===== config.mk =====
export PLATFORM = sky130hd
export DESIGN_NAME = fetch_prefetch_queue
export DESIGN_NICKNAME = d
export VERILOG_FILES = /design/src/rtl/fetch_prefetch_queue.sv
export SDC_FILE = /design/constraint.sdc
export NUM_CORES = 1
export LEC_CHECK = 0
export ABC_AREA = 1
export CORE_UTILIZATION = 51
export CTS_CLUSTER_SIZE = 24
export DETAILED_ROUTE_END_ITERATION = 8
export GPL_TIMING_DRIVEN = 0
export PLACE_DENSITY = 0.84
export SLEW_MARGIN = 20
export SYNTH_ARGS = -nofsm -noshare
export SYNTH_HDL_FRONTEND = slang
export SYNTH_SLANG_ARGS = --single-unit

===== constraint.sdc =====
create_clock -name clock -period 3.6 [get_ports clock]
set_input_delay 0.9 -clock clock [delete_from_list [all_inputs] [get_ports clock]]
set_output_delay 0.9 -clock clock [all_outputs]
set_load 0.03 [all_outputs]

===== src/rtl/fetch_prefetch_queue.sv =====
// Instruction prefetch queue: free-running fetch PC against a one-cycle-latency imem,
// buffering returned words with their PCs until the pipeline pops them.
module fetch_prefetch_queue #(
  parameter int DEPTH = 4,
  parameter int PTR_W = 2
) (
  input  logic             clock,
  input  logic             reset,
  output logic [31:0]      address_imem,
  input  logic [31:0]      q_imem,
  output logic             instr_valid,
  output logic [31:0]      instr,
  output logic [31:0]      instr_pc,
  input  logic             instr_ready,
  input  logic             redirect,
  input  logic [31:0]      redirect_pc,
  output logic [PTR_W:0]   occupancy
);

  logic [31:0]      fetch_pc;
  logic [31:0]      inflight_pc;
  logic             inflight;
  logic [PTR_W-1:0] rd_ptr;
  logic [PTR_W-1:0] wr_ptr;
  logic [PTR_W:0]   count;

  logic [31:0] data_mem [DEPTH];
  logic [31:0] pc_mem   [DEPTH];

  logic             pop;
  logic             push;
  logic             issue;
  logic [PTR_W+1:0] pending;

  // A redirect squashes both the head pop and the returning word in the same cycle
  assign pop  = instr_valid & instr_ready & ~redirect;
  assign push = inflight & ~redirect;

  // Slots already committed (queued + in flight) once this cycle's pop retires
  assign pending = {1'b0, count}
                 + {{(PTR_W+1){1'b0}}, inflight}
                 - {{(PTR_W+1){1'b0}}, instr_valid & instr_ready};
  assign issue   = ~redirect & (pending < (PTR_W+2)'(DEPTH));

  assign address_imem = fetch_pc;
  assign occupancy    = count;
  assign instr_valid  = (count != '0);
  assign instr        = instr_valid ? data_mem[rd_ptr] : 32'h0;
  assign instr_pc     = instr_valid ? pc_mem[rd_ptr]   : 32'h0;

  always_ff @(posedge clock or negedge reset) begin
    if (!reset) begin
      fetch_pc    <= 32'h0;
      inflight_pc <= 32'h0;
      inflight    <= 1'b0;
      rd_ptr      <= '0;
      wr_ptr      <= '0;
      count       <= '0;
    end else if (redirect) begin
      fetch_pc <= redirect_pc;
      inflight <= 1'b0;
      rd_ptr   <= '0;
      wr_ptr   <= '0;
      count    <= '0;
    end else begin
      inflight <= issue;
      if (issue) begin
        inflight_pc <= fetch_pc;
        fetch_pc    <= fetch_pc + 32'd1;
      end
      if (push) wr_ptr <= wr_ptr + 1'b1;
      if (pop)  rd_ptr <= rd_ptr + 1'b1;
      count <= count + {{PTR_W{1'b0}}, push} - {{PTR_W{1'b0}}, pop};
    end
  end

  always_ff @(posedge clock) begin
    if (push) begin
      data_mem[wr_ptr] <= q_imem;
      pc_mem[wr_ptr]   <= inflight_pc;
    end
  end

endmodule


==> results of run 1 <==
[cells in the final DEF (no fill, tap or decap), drive strengths merged, types with 2 or more instances in the layout]
cell             n
ha               9
xor2             5
dlygate4sd2     21
clkdlybuf4s50  102
o21ai          148
nor2           302
nand3           50
nand2          272
clkbuf          89
o21bai           2
nor3            13
inv             50
buf             44
edfxtp         256
xnor2            9
dlymetal6s2s    43
nand4           41
a21oi           69
clkinv          11
dfrtp           72
bufinv           3
[metrics by stage]
stage	worst slack (ps)	hold WS, ps
6_report	44.3	308
3_3_place_gp	-2030	492
3_5_place_dp	-311	504
4_1_cts	5.29	302
2_1_floorplan	-119	476
5_1_grt	3.05	316
[worst max-delay path: cells and delay by family (launching register included)]
family / cells / cell delay, ps
flip-flops: 1 / 470
buffers and inverters: 3 / 1010
AO/OA/AOI/OAI: 2 / 430
AND/OR/NAND/NOR: 2 / 240
[metal layers]
layer  vias up  GRT usage
li1       5146          -
met2       585      0.418
met5         -          0
met4         0     0.0936
met3        72     0.0347
met1      5123      0.333
[logic make-up after synthesis]
kind of cell	count (synthesis)	share of synthesized area
AOI/OAI and AO/OA	220	0.0776
adders and majority gates	10	0.00929
xor gates and xnor gates	14	0.00858
DFF	328	0.664
buffers and inverters	128	0.0390
and+or+nand+nor	681	0.201
[cell type report]
class	count	area share
Inverter	49	0.0104
Tap cell	372	0.0260
Multi-Input combinational cell	925	0.238
Timing Repair Buffer	178	0.112
Buffer	79	0.0231
Sequential cell	328	0.530
Clock inverter	16	0.00839
Clock buffer	42	0.0515
[power breakdown]
part / total (uW) / switching [uW] / internal, uW
registers: 5480 / 682 / 4800
logic: 6370 / 4210 / 2160
clock network: 3370 / 1350 / 2020
total: 15200 / 6240 / 8990
[registers in the layout (all words and copies together) (netlist names)]
register	count
occupancy	3
pc_mem	128
inflight	1
data_mem	128
wr_ptr	2
inflight_pc	32
rd_ptr	2
address_imem	32
[path summary, 6_finish.rpt]
path	from	end	slack, ps	cells past startpoint
min reg2reg	inflight_pc[9]$_DFFE_PN0P_	pc_mem[1][9]$_DFFE_PP_	520	0
min in group clock	inflight_pc[9]$_DFFE_PN0P_	pc_mem[1][9]$_DFFE_PP_	520	0
min	reset	address_imem[7]$_DFFE_PN0P_	310	1
max in group asynchronous	reset	inflight_pc[21]$_DFFE_PN0P_	2720	2
max reg2reg	occupancy[2]$_DFF_PN0_	inflight_pc[26]$_DFFE_PN0P_	1330	15
max	rd_ptr[0]$_DFFE_PN0P_	instr_pc[13]	40	7
[repair_timing]
item / 4_1_cts / 5_1_grt
setup buffers: 0 / 0
resized for setup: 47 / 56
endpoints found under the setup margin: 64 / 43
==> metrics, run 1 <==
Mapped Cells=1,381; Cell Area, Synth=14,300 um^2; DP HPWL=23.9 mm; Max IR drop VDD=0.000460 V; Final Power=15,200 uW; worst skew pair latency=500 ps; placed inst area=16,700 um^2; Worst Max-Slew Pin Slew=724 ps; most frequent cell after synthesis=nor2_1; clk root buf=clkbuf_16; Post-DRT Antenna Nets=0; Starting Density=0.526; CTS tree=built; unrepaired setup endpoints after global routing=no; drt via density=5.49; arrival time worst endpoint=2660 ps; Critical Path Fanout Max=10; Rel. slew slack=0.516; WL met3=2.95 mm; fmax=281 MHz; setup TNS=0 ps; Core Region=27,200 um^2; Synth Register Bits=328; Synth Flop Type=edfxtp_1; total routed wirelength=35.5 mm; Post-synth EDFFs=256; routability congestion estimate=0.909; wire length on met1=14.4 mm; Area Overhead vs Synth=25.3%; post-synth cell types=35; Max stage delay on crit path=470 ps; most used cell, CP=nor2_1; FF/Latch Area=9490 um^2; Vias=10,900; synth cell count leaders=nor2_1, nand2_1, edfxtp_1, o21ai_0, dfrtp_1; count of buffers from port buffering=167; multi-input logic area=4270 um^2; status=finished, final reports clean; H-tree depth=2; Setup Skew=17.7 ps; syn_nets=1,459; total CTS buffers=34; Chip Width=169 um; met2 routed WL=17.1 mm; placed cells=1,931; num rows=60; critical setup path kind=reg -> out; design area=17,900 um^2; Post-CTS Hold Buffers=0; Leakage=0.00755 uW; gr usage total=0.250; wire length per cell=17.8 um; largest net degree at the start of global routing=49; vias in the first global route=10,600; initial DRC count=1,169; fin crit share=0.988; grt ovf=0; layout cells sized above 1=0.0872; crit path time final=3560 ps; initial antenna violation count=0; CP Capture Type=primary output; pwr/cell area=851 nW/um^2; antenna diode count=0; top-area cell type share of the netlist area=0.538; die area=28,700 um^2; syn_area_per_cell=10.3 um^2; Final nets=1,673; CP Data Required Time=2700 ps; Final Util=0.659; DR pass1 iterations=5; startpoint type of the worst setup path=flop; Non-Filler Instances=1,989; sequential element share of the synthesized area=0.664; crit path cell chain=clkbuf_4 > clkbuf_2 > nor2_1 > nor2_1 > o21ai_0 > a21oi_1 > dlygate4sd2_1; DRC=0; first-pass GRT wire length=55.1 mm; Hold WC Path Type=in -> async; CTS sink count=328; Max Cap Violations=0; Yosys Warn Count=0; fillers=1,978; max-slew violations=0; leading area contributor after synthesis=edfxtp_1; CTS Buffer Depth=3; highest routed metal layer=met4; Die Y=169 um; clock input transition at the sequential cells of the worst setup and hold paths=60 ps; synth top area cells=edfxtp_1, dfrtp_1, nor2_1, nand2_1, o21ai_0; Ports=168; Crit-path slowest cell=dfrtp_1; Finish-stage setup viols=0; Fin. Hold Viols=0; ys async rst share=0.220
(Power assumes the default switching activity.)
==> run 2, diff against run 1 <==
- ABC_CLOCK_PERIOD_IN_PS: default -> 3600
==> results of run 2 <==
Final layout, timing and power as in run 1 (identical DEF).
